<file path="config.mk">
export PLATFORM = sky130hd
export DESIGN_NAME = kernel_arbiter
export DESIGN_NICKNAME = d
export VERILOG_FILES = /design/src/rtl/kernel_arbiter_pkg.sv /design/src/rtl/kernel_arbiter_rr_picker.sv /design/src/rtl/kernel_arbiter.sv
export SDC_FILE = /design/constraint.sdc
export NUM_CORES = 1
export LEC_CHECK = 0
export BUFFER_PORTS_ARGS = -buffer_cell sky130_fd_sc_hd__clkbuf_2
export CAP_MARGIN = 25
export CORE_MARGIN = 3
export CORE_UTILIZATION = 45
export DETAILED_ROUTE_END_ITERATION = 12
export PLACE_DENSITY_LB_ADDON = 0.25
export SKIP_LAST_GASP = 1
export SYNTH_ARGS = -nofsm -noshare
export SYNTH_HDL_FRONTEND = slang
export SYNTH_HIERARCHICAL = 1
export SYNTH_SLANG_ARGS = --single-unit
</file>
<file path="constraint.sdc">
create_clock -name clk -period 3 [get_ports clk]
set_input_delay 0.15 -clock clk [delete_from_list [all_inputs] [get_ports clk]]
set_output_delay 0.15 -clock clk [all_outputs]
set_load 0.1 [all_outputs]
</file>
<file path="src/rtl/kernel_arbiter_pkg.sv">
// Shared definitions for the kernel arbiter: FSM state encoding and the
// default operand/result widths of the shared datapath kernel.
package kernel_arb_pkg;

  typedef enum logic [1:0] {
    IDLE = 2'd0,
    EVAL = 2'd1,
    RESP = 2'd2
  } arb_state_e;

  localparam int KERN_IN_W  = 4;
  localparam int KERN_OUT_W = 24;

endpackage

</file>
<file path="src/rtl/kernel_arbiter_rr_picker.sv">
// Combinational round-robin picker.
// Searches req_i upward starting at ptr_i, wrapping from NUM_REQ-1 to 0, and
// returns the first asserted requester.
//   req_i       : request vector
//   ptr_i       : index with highest priority this cycle
//   grant_o     : one-hot grant (zero when nothing requests)
//   grant_idx_o : binary index of the granted requester
//   any_o       : at least one requester is asserted
module rr_picker
  import kernel_arb_pkg::*;
#(
  parameter  int NUM_REQ = 4,
  localparam int ID_W    = $clog2(NUM_REQ)
) (
  input  logic [NUM_REQ-1:0] req_i,
  input  logic [ID_W-1:0]    ptr_i,
  output logic [NUM_REQ-1:0] grant_o,
  output logic [ID_W-1:0]    grant_idx_o,
  output logic               any_o
);

  // One extra bit so ptr+offset cannot overflow before the explicit wrap;
  // NUM_REQ need not be a power of two.
  logic [ID_W:0] sum;
  logic [ID_W-1:0] idx;

  always_comb begin
    grant_o     = '0;
    grant_idx_o = '0;
    any_o       = 1'b0;
    sum         = '0;
    idx         = '0;
    for (int k = 0; k < NUM_REQ; k++) begin
      sum = {1'b0, ptr_i} + (ID_W+1)'(k);
      if (sum >= (ID_W+1)'(NUM_REQ)) begin
        sum = sum - (ID_W+1)'(NUM_REQ);
      end
      idx = sum[ID_W-1:0];
      if (!any_o && req_i[idx]) begin
        any_o        = 1'b1;
        grant_o[idx] = 1'b1;
        grant_idx_o  = idx;
      end
    end
  end

endmodule

</file>
<file path="src/rtl/kernel_arbiter.sv">
// Round-robin arbiter/sequencer sharing one external combinational kernel
// among NUM_REQ requesters. A granted operand is registered onto kern_in,
// held for KERNEL_LAT cycles, then the kernel result is captured and offered
// on a valid/ready response port together with the requester index.
//   clk, rst             : clock, asynchronous active-high reset
//   req_valid/req_ready  : per-requester handshake (req_ready one-hot or zero)
//   req_data             : operands, requester i at [i*IN_W +: IN_W]
//   kern_in / kern_out   : registered kernel operand / kernel result
//   rsp_valid/rsp_ready  : response handshake
//   rsp_data / rsp_id    : captured result and the index that produced it
//   busy                 : FSM is not in IDLE
module kernel_arbiter
  import kernel_arb_pkg::*;
#(
  parameter  int NUM_REQ    = 4,
  parameter  int IN_W       = KERN_IN_W,
  parameter  int OUT_W      = KERN_OUT_W,
  parameter  int KERNEL_LAT = 1,
  localparam int ID_W       = $clog2(NUM_REQ)
) (
  input  logic                    clk,
  input  logic                    rst,
  input  logic [NUM_REQ-1:0]      req_valid,
  output logic [NUM_REQ-1:0]      req_ready,
  input  logic [NUM_REQ*IN_W-1:0] req_data,
  output logic [IN_W-1:0]         kern_in,
  input  logic [OUT_W-1:0]        kern_out,
  output logic                    rsp_valid,
  input  logic                    rsp_ready,
  output logic [OUT_W-1:0]        rsp_data,
  output logic [ID_W-1:0]         rsp_id,
  output logic                    busy
);

  localparam int LAT_W = (KERNEL_LAT > 1) ? $clog2(KERNEL_LAT) : 1;
  localparam logic [LAT_W-1:0] LAT_LOAD = LAT_W'(KERNEL_LAT - 1);
  localparam logic [ID_W-1:0]  LAST_ID  = ID_W'(NUM_REQ - 1);

  arb_state_e         state_q, state_d;
  logic [ID_W-1:0]    rr_ptr_q, rr_ptr_d;
  logic [ID_W-1:0]    id_q, id_d;
  logic [LAT_W-1:0]   lat_cnt_q, lat_cnt_d;
  logic [IN_W-1:0]    kern_in_q, kern_in_d;
  logic [OUT_W-1:0]   rsp_data_q, rsp_data_d;
  logic [ID_W-1:0]    rsp_id_q, rsp_id_d;

  logic [NUM_REQ-1:0] grant;
  logic [ID_W-1:0]    grant_idx;
  logic               grant_any;
  logic [IN_W-1:0]    sel_op;

  rr_picker #(
    .NUM_REQ (NUM_REQ)
  ) u_picker (
    .req_i       (req_valid),
    .ptr_i       (rr_ptr_q),
    .grant_o     (grant),
    .grant_idx_o (grant_idx),
    .any_o       (grant_any)
  );

  // Operand mux driven by the one-hot grant, constant part-selects only.
  always_comb begin
    sel_op = '0;
    for (int i = 0; i < NUM_REQ; i++) begin
      if (grant[i]) begin
        sel_op = req_data[i*IN_W +: IN_W];
      end
    end
  end

  always_comb begin
    state_d    = state_q;
    rr_ptr_d   = rr_ptr_q;
    id_d       = id_q;
    lat_cnt_d  = lat_cnt_q;
    kern_in_d  = kern_in_q;
    rsp_data_d = rsp_data_q;
    rsp_id_d   = rsp_id_q;
    case (state_q)
      IDLE: begin
        if (grant_any) begin
          kern_in_d = sel_op;
          id_d      = grant_idx;
          rr_ptr_d  = (grant_idx == LAST_ID) ? '0 : grant_idx + 1'b1;
          lat_cnt_d = LAT_LOAD;
          state_d   = EVAL;
        end
      end
      EVAL: begin
        if (lat_cnt_q != '0) begin
          lat_cnt_d = lat_cnt_q - 1'b1;
        end else begin
          rsp_data_d = kern_out;
          rsp_id_d   = id_q;
          state_d    = RESP;
        end
      end
      RESP: begin
        // Returning to IDLE first keeps a new accept out of the handshake cycle.
        if (rsp_ready) begin
          state_d = IDLE;
        end
      end
      default: state_d = IDLE;
    endcase
  end

  always_ff @(posedge clk or posedge rst) begin
    if (rst) begin
      state_q    <= IDLE;
      rr_ptr_q   <= '0;
      id_q       <= '0;
      lat_cnt_q  <= '0;
      kern_in_q  <= '0;
      rsp_data_q <= '0;
      rsp_id_q   <= '0;
    end else begin
      state_q    <= state_d;
      rr_ptr_q   <= rr_ptr_d;
      id_q       <= id_d;
      lat_cnt_q  <= lat_cnt_d;
      kern_in_q  <= kern_in_d;
      rsp_data_q <= rsp_data_d;
      rsp_id_q   <= rsp_id_d;
    end
  end

  // Grant is offered only in IDLE, and never while reset is held.
  assign req_ready = (state_q == IDLE && !rst) ? grant : '0;
  assign kern_in   = kern_in_q;
  assign rsp_valid = (state_q == RESP);
  assign rsp_data  = rsp_data_q;
  assign rsp_id    = rsp_id_q;
  assign busy      = (state_q != IDLE);

endmodule

</file>
* Word level (Yosys, flattened, before mapping)
Cells that the tools add are included.
Operators by class: $add $sub $neg 9, $lt $le $gt $ge 12, eq/ne operators 6, multiplexer cells 45, bitwise gates (word level) 4, reductions and logical operators 19
Operator list (number):
- $mux 4 | 9
- $mux 2 | 12
- $mux 1 | 14
- $lt 2x3->1 const B | 4
- $or 4x4->4 | 3
- $ge 3x3->1 const B | 3
- $bmux 1 s2 | 4
- $demux 1 s2 | 4
- $ge 2x1->1 const B | 4
- $logic_and 1x1->1 | 8
- $sub 2x1->2 const B | 4
- $add 2x2->3 const B | 2
- $pmux 2 s3 | 1
- $reduce_and 2->1 | 3
- $eq 2x2->1 const B | 2
- $logic_not 1->1 | 4
- $ne 2x2->1 const B | 2
- $reduce_bool 2->1 | 2
- $add 2x1->3 const B | 1
- $ge 2x3->1 const B | 1
- $reduce_and 3->1 | 1
- $add 2x1->2 const B | 1
- $eq 2x1->1 const B | 1
- $logic_not 2->1 | 1
- other kinds (4) | 4
Storage, ports and cells: flip-flop bits (word level) 37, input port bits 47, output and inout port bits 36, word-level logic and storage cells 102

* Depth between registers and ports, before layout
Gate-level depths: netlist of run 1.
depth after elaboration 18, gate-level depth with buffers 12, gate-level depth less buffers 9

* Cells and area by module
Netlist of run 1, hierarchy kept.
By module, submodules not included:
- kernel_arbiter | times used 1, cells an instance 119, area each 1641.6 µm², sequential area each 900.9 µm²
- rr_picker | times used 1, cells an instance 45, area each 421.7 µm², sequential area each 0.0 µm²

* Worst setup path before layout of run 1
Ideal clock, no wire load.
path type register to output, start point reg rr_ptr_q[0], end point out req_ready[3], arrival time 4.428 ns, required time 2.850 ns, slack -1.578 ns, stages on the path, launching flop included 11, buffers on the path 2, cell sequence dfrtp_1 > buf_6 > inv_1 > ha_1 > mux4_2 > buf_6 > and2b_2 > a22oi_1 > o21ai_0 > inv_1 > nor3_1
On the way: longest elaborated chain between the ends 15, elaborated cells between the ends (all ways) 60, those cells by class add/sub (7); order compare (12); mux (28); bitwise (3); reduce/logical (10)
Ends and longest elaborated chain:
- from (decl) | line kernel_arbiter.sv:40 | logic [ID_W-1:0] rr_ptr_q, rr_ptr_d;
- from (signal assigned) | line kernel_arbiter.sv:120 | rr_ptr_q <= rr_ptr_d;
- parallel branches: the longest is 13 deep, another holds $add 2x1->3
- $mux 4 (*) | line kernel_arbiter_rr_picker.sv:39 | if (!any_o && req_i[idx]) begin
- via grant[3] | line kernel_arbiter.sv:47 | logic [NUM_REQ-1:0] grant;
- $mux 4 (*) | line kernel_arbiter.sv:130 | assign req_ready = (state_q == IDLE && !rst) ? grant : '0;
- to (decl) | line kernel_arbiter.sv:24 | output logic [NUM_REQ-1:0] req_ready,
Mark *: on every way through the listed nets, which the timed path passes. The select of a mux whose other input is x is not followed.

* Worst setup path after layout of run 1
Same ends and word-level chain as after synthesis.

==> results.cfg, run 1 <==
[worst_setup_path]
worst-endpoint-arrival_ps = 2800
startpoint_type = flop
cell_count_of_the_worst_reg_to_reg_path = 10
critPathCaptureType = output port
worstPathRequired_ps = 2850
cp_cell_sequence = inv_1 > ha_4 > mux4_2 > buf_4 > nor4b_4 > a22oi_2 > o21ai_2 > inv_2 > nor3_4 > buf_12
crit_cells = 10
r2r_endpoint = kern_in[0]
path_buf_inv = 4
critical_path_peak_fanout = 6
setup.reg_to_reg.worst_slack_ps = 210
criticalPathCategory = flop to output port
crit_family = buffers and inverters
worst_path_largest_cell_delay_ps = 440
timing.rr.start = rr_ptr_q[0]
crit_path_top_delay_cell = dfrtp_2

[sta]
timing.final.max_slew_violations = 0
clock-skew-final_ps = 3.261
fin_tns_setup_ps = 0
final.min_clock_period_ps = 2954
post-route-period-util_pct = 98.48
finalSetupViolations = 0
fin_hold_ws_ps = -4.970
worst_slew_margin_rel_pct = 54.60
worstMarginPinSlew_ps = 681.0
rsz0062_at_grt = yes
fin_ws_ps = 45.58
hold_violations = 8
max_freq_mhz = 338.5

[cts]
clkLatencyLatePin_ps = 280
cts-root-to-sink-buffers = 2
cts-buffers-inserted = 5
clkSinkCount = 36
cts_root_buf = clkbuf_8
cts_tree = built
path_clk_slew_ps = 70
number_of_hold_repair_buffers_added_at_the_cts_stage = 0
cts_htree_levels = 2

[cells_and_area]
layout-drive-gt1-share_pct = 59.07
n_antenna_cell = 0
fill_cells = 319
finalCoreUtilization_pct = 66.11
final_nets = 312
final_cell_area_mm2 = 0.002778
syn_to_final_growth_pct = 34.63

[grt]
grt_first_pass_wirelength_mm = 7.507
combined_global_route_utilization_of_all_metal_layers_pct = 17.88
grt_pass1_vias = 1636
antenna_violations_before_repair = 0
globalRouteOverflowTotal = 0
pin_count_of_the_biggest_net_entering_global_routing = 37

[placed_design]
postPlaceCellArea_mm2 = 0.002596
routabilityCongestion = 0.8634
detailed_place_hpwl_mm = 3.549
port_buffers = 82
preCtsSetupSlack_ps = -25.51

[synth]
synth_largest_area_cell = dfrtp_1
syn_area_mm2 = 0.002063
synth.ff_latch_count = 36
synthDistinctLibCells = 42
synth.top_cell.area_share_pct = 43.66
synth_fp_nets = 217
number_of_synthesized_flops_with_an_enable_pin = 0
syn_avg_cell_area_um2 = 12.58
post_synthesis_cells = 164
yosysMostFrequentCell = dfrtp_1
synth_async_sr_flop_share_pct = 100.0
synth.top_cells.by_area = dfrtp_1 44%, mux2_4 14%, mux2_2 4.4%
yosysSeqAreaShare_pct = 43.66
synth.yosys.warnings = 6
synth_top_cells_by_count = 36 x dfrtp_1, 19 x mux2_4, 13 x nand2_1, 8 x a22oi_1, 8 x mux2_2
synth_flop_cell = dfrtp_1

[die]
num_rows = 23
initial_utilization_pct = 49.11
fp.dieW_um = 73.71
fp.dieArea_mm2 = 0.005433
design.core.area_mm2 = 0.004202
floorplan.die.height_um = 73.71
ioPinCount = 83

[drt]
vias_per_cell = 5.350
post-route-drc-count = 0
routed_wire_length_per_instance_um = 15.02
ant_nets = 0
totalWireLength_mm = 4.640
drt_first_pass_iters = 4
drt_iter0_markers = 91
vias = 1653

[run]
drv.max_cap_violation_count = 0

[status]
outcome = finished, violations left
failed_checks = hold timing

[min_path]
timing.hold.worst.class = input pin to async pin
[cells by family (layout without fill, tap and decap cells)]
group	after synthesis	in the layout	share of synthesized area, %
and+or+nand+nor	38	38	10.86
DFF	36	36	43.66
AOI/OAI and AO/OA	35	35	12.37
muxes	33	33	23.89
buffers and inverters	16	111	5.579
adders and majority gates	6	6	3.638
[cells in the final DEF (no fill, tap or decap), types with 2 or more instances in the layout]
cell type,synthesis,final
nand2_1,13,13
buf_12,0,4
mux2i_1,2,2
mux2_2,8,8
and2_1,3,2
clkbuf_8,0,7
and3b_1,3,3
o21ai_0,6,2
mux4_1,2,2
nand2b_1,3,3
a21oi_2,2,2
nor2_1,5,5
o21ai_2,3,7
a21o_1,3,3
inv_1,7,6
dfrtp_1,36,35
o21ai_1,3,3
mux2_4,19,19
a211oi_1,3,3
a22oi_1,8,7
buf_4,1,14
mux4_2,2,2
ha_1,6,5
clkbuf_2,0,78
[what timing repair did]
action                     CTS  global route
setup endpoints to repair    5             6
gates resized for setup      2             8
buffers inserted             1             7
pin swaps                    1             2
[worst reg2reg max path, cell delays in order (launching register included)]
cell      delay (ps)
dfrtp_2          440
inv_1            130
ha_4             230
mux4_2           350
buf_4            190
nor4b_4          400
a22oi_1          140
o21ai_2          180
and3b_1          230
a211oi_1         310
o21ai_2          100
[registers in the layout, indices dropped and copies added, names as in the netlist]
signal	cells
state_q	2
rsp_data	24
rr_ptr_q	2
id_q	2
kern_in	4
rsp_id	2
[per-stage QoR]
step	cells	hold WS [ps]
finish	309	-4.970
global placement	294	309.4
floorplan	164	257.3
detailed placement	294	319.2
CTS	302	6.641
global route	309	31.02
[metal layers]
metal | vias up | share of wire [%] | track usage, %
met4 | 0 | 2.3 | 7.646
met5 | - | 0 | 0
met2 | 60 | 48 | 28.84
li1 | 785 | - | -
met3 | 9 | 6.6 | 4.378
met1 | 799 | 43 | 22.69
[worst max-delay path by stage]
stage                           start            to  slack [ps]
after floorplan           rr_ptr_q[0]  req_ready[3]           4
after global placement    rr_ptr_q[0]    kern_in[0]         120
after detailed placement  rr_ptr_q[0]    kern_in[0]         -30
after CTS                 rr_ptr_q[0]  req_ready[3]          30
after global routing      rr_ptr_q[0]  req_ready[3]         -90
final                     rr_ptr_q[0]  req_ready[3]          50
[area by class of cell]
type	count	area [µm²]	area share [%]
multi-input combinational	112	1099	39.55
timing repair buffer	96	575.6	20.72
tap	50	62.56	2.252
inverter	8	42.54	1.532
clock buffer	7	96.34	3.468
sequential	36	902.1	32.48
Power of run 1 is not shown: default switching activity piles up to over one toggle a cycle in this logic, so the estimate is an artifact.
==> run 2: changes to the inputs <==
--- a/config.mk
+++ b/config.mk
@@ -14,5 +14,4 @@
 export SKIP_LAST_GASP = 1
 export SYNTH_ARGS = -nofsm -noshare
 export SYNTH_HDL_FRONTEND = slang
-export SYNTH_HIERARCHICAL = 1
 export SYNTH_SLANG_ARGS = --single-unit
==> run 2 against run 1 <==
  * The flow now finishes without violations
  * Design area is 2.5% higher
  * Area after synthesis rose by 6.4%
  * Hold slack improved by 97 ps
  * Flip-flop and latch count is the same
  * Die area is 5.9% higher
  * Utilization is 3.3 points lower
  * Clock skew grew 3.6 ps
==> results.cfg, run 2 <==
[die]
initial_utilization_pct = 48.43
fp.dieArea_mm2 = 0.005754
floorplan.die.height_um = 75.86
num_rows = 24
design.core.area_mm2 = 0.004534
fp.dieW_um = 75.86
ioPinCount = 83

[worst_setup_path]
worst_path_largest_cell_delay_ps = 420
worstPathRequired_ps = 2850
startpoint_type = flop
critPathCaptureType = output port
r2r_endpoint = kern_in[3]
criticalPathCategory = flop to output port
setup.reg_to_reg.worst_slack_ps = 290
worst_setup_path_endpoint = req_ready[1]
critical_path_peak_fanout = 9
worst-endpoint-arrival_ps = 2670
cp_cell_sequence = inv_1 > ha_2 > mux4_2 > or3b_1 > a21oi_2 > nor2_1 > nor2_4 > buf_12
cell_count_of_the_worst_reg_to_reg_path = 8
crit_path_top_delay_cell = or3b_1

[sta]
max_freq_mhz = 355.0
hold_violations = 0
clock-skew-final_ps = 6.874
fin_tns_setup_ps = 0
final.min_clock_period_ps = 2817
timing.final.max_slew_violations = 0
worst_slew_margin_rel_pct = 59.21
finalSetupViolations = 0
worstMarginPinSlew_ps = 611.8
rsz0062_at_grt = no
post-route-period-util_pct = 93.89

[drt]
drt_first_pass_iters = 4
routed_wire_length_per_instance_um = 14.00
drt_iter0_markers = 96
totalWireLength_mm = 5.013
vias = 1846
ant_nets = 0
vias_per_cell = 5.156
post-route-drc-count = 0

[synth]
synth.top_cell.area_share_pct = 41.03
synth_largest_area_cell = dfrtp_1
syn_avg_cell_area_um2 = 10.51
synth.top_cells.by_area = dfrtp_1 41%, mux2_2 14%, ha_1 3.4%
synth_flop_cell = dfrtp_1
yosysMostFrequentCell = dfrtp_1
synth_top_cells_by_count = 36 x dfrtp_1, 28 x mux2_2, 19 x inv_1, 14 x nand2_1, 11 x o21ai_0
synth.ff_latch_count = 36
synth.yosys.warnings = 0
number_of_synthesized_flops_with_an_enable_pin = 0
synthDistinctLibCells = 44
synth_fp_nets = 262
synth_async_sr_flop_share_pct = 100.0
syn_area_mm2 = 0.002196
post_synthesis_cells = 209
yosysSeqAreaShare_pct = 41.03

[cells_and_area]
final_cell_mix = 78 x clkbuf_2, 36 x dfrtp_1, 28 x mux2_2, 19 x inv_1, 14 x nand2_1
final_nets = 346
layout.cells.most_common = clkbuf_2
layout-drive-gt1-share_pct = 46.08
syn_to_final_growth_pct = 29.69
n_antenna_cell = 0
largest_reg_flops = 24

[grt]
combined_global_route_utilization_of_all_metal_layers_pct = 17.79
grt_first_pass_wirelength_mm = 7.741
grt_pass1_vias = 1661
pin_count_of_the_biggest_net_entering_global_routing = 37
antenna_violations_before_repair = 0
globalRouteOverflowTotal = 0

[cts]
post_cts_buffers = 0
cts-root-to-sink-buffers = 2
cts_root_buf = clkbuf_8
path_clk_slew_ps = 70
cts_tree = built
clkLatencyLatePin_ps = 280
cts_htree_levels = 2
cts-buffers-inserted = 5
clkSinkCount = 36

[min_path]
timing.hold.worst.class = input pin to flop
min_delay_path_depth = 2

[placed_design]
detailed_place_hpwl_mm = 3.847
routabilityCongestion = 0.8259
port_buffers = 82

[run]
drv.max_cap_violation_count = 0

[status]
outcome = completed
run 2: changes by cell type after synthesis, moves of 6 or more:
cell      delta
mux2_2      +20
mux2_4      -19
a22oi_1      -6
inv_1       +12
nand2b_1     +6
a21oi_1      +8
run 2: repair_timing:
| action | CTS | global route |
|---|---|---|
| setup endpoints to repair | 0 | 2 |
| endpoints found under the hold margin | 36 | 0 |
| hold buffers | 1 | 0 |
| resized for setup | 0 | 2 |
run 2: final cells by class:
cell class	count	area, µm²
multi-input combinational	143	1199
fill	386	1687
inverter	19	71.32
sequential	36	900.9
tap	65	81.33
clock buffer	6	72.57
clock inverter	1	5.005
timing repair buffer	88	518.0
run 2: logic make-up (layout without fill, tap and decap cells):
group / Yosys count / after routing / share of synthesized area, %
DFF: 36 / 36 / 41.03
AOI/OAI and AO/OA: 54 / 54 / 18.92
xor gates and xnor gates: 1 / 1 / 0.3989
and+or+nand+nor: 49 / 49 / 12.19
adders and majority gates: 6 / 6 / 3.419
muxes: 33 / 33 / 18.35
buffers and inverters: 30 / 114 / 5.698
run 2: worst max-delay path: cells and delay by family (launching register included):
kind | cells | cell delay (ps)
buffers and inverters | 2 | 350
adder cells (fa/ha/maj) | 1 | 360
AND/OR/NAND/NOR | 3 | 670
AO/OA/AOI/OAI | 1 | 220
multiplexers | 1 | 400
flip-flops | 1 | 370
run 2: per-stage QoR:
stage                     instances  hold slack, ps  setup WS [ps]  instance area (µm²)  util (%)
after floorplan                 209           257.6          95.68                 2218         -
after global placement          350           286.1          363.0                 2754     60.73
after detailed placement        350           288.7          322.1                 2754     60.73
after CTS                       358           75.23          52.06                 2841     62.67
after global routing            358           87.09          20.20                 2848     62.80
final                           358           92.50          183.3                 2848     62.80
run 2: worst min-delay path by stage:
| stage | startpoint | to | slack (ps) |
|---|---|---|---|
| after floorplan | rsp_ready | state_q[1] | 260 |
| after global placement | rst | rsp_data[1] | 290 |
| after detailed placement | rst | rsp_id[0] | 290 |
| after CTS | rsp_ready | state_q[1] | 80 |
| after global routing | kern_out[0] | rsp_data[0] | 90 |
| final | rsp_ready | state_q[1] | 90 |
run 2: layer usage:
layer / GRT usage [%] / part of all wire [%]
met2: 27.95 / 47
met3: 5.409 / 6.7
met4: 5.243 / 1.3
met1: 23.64 / 45
met5: 0 / 0
Power of run 2 is left out for the same reason.
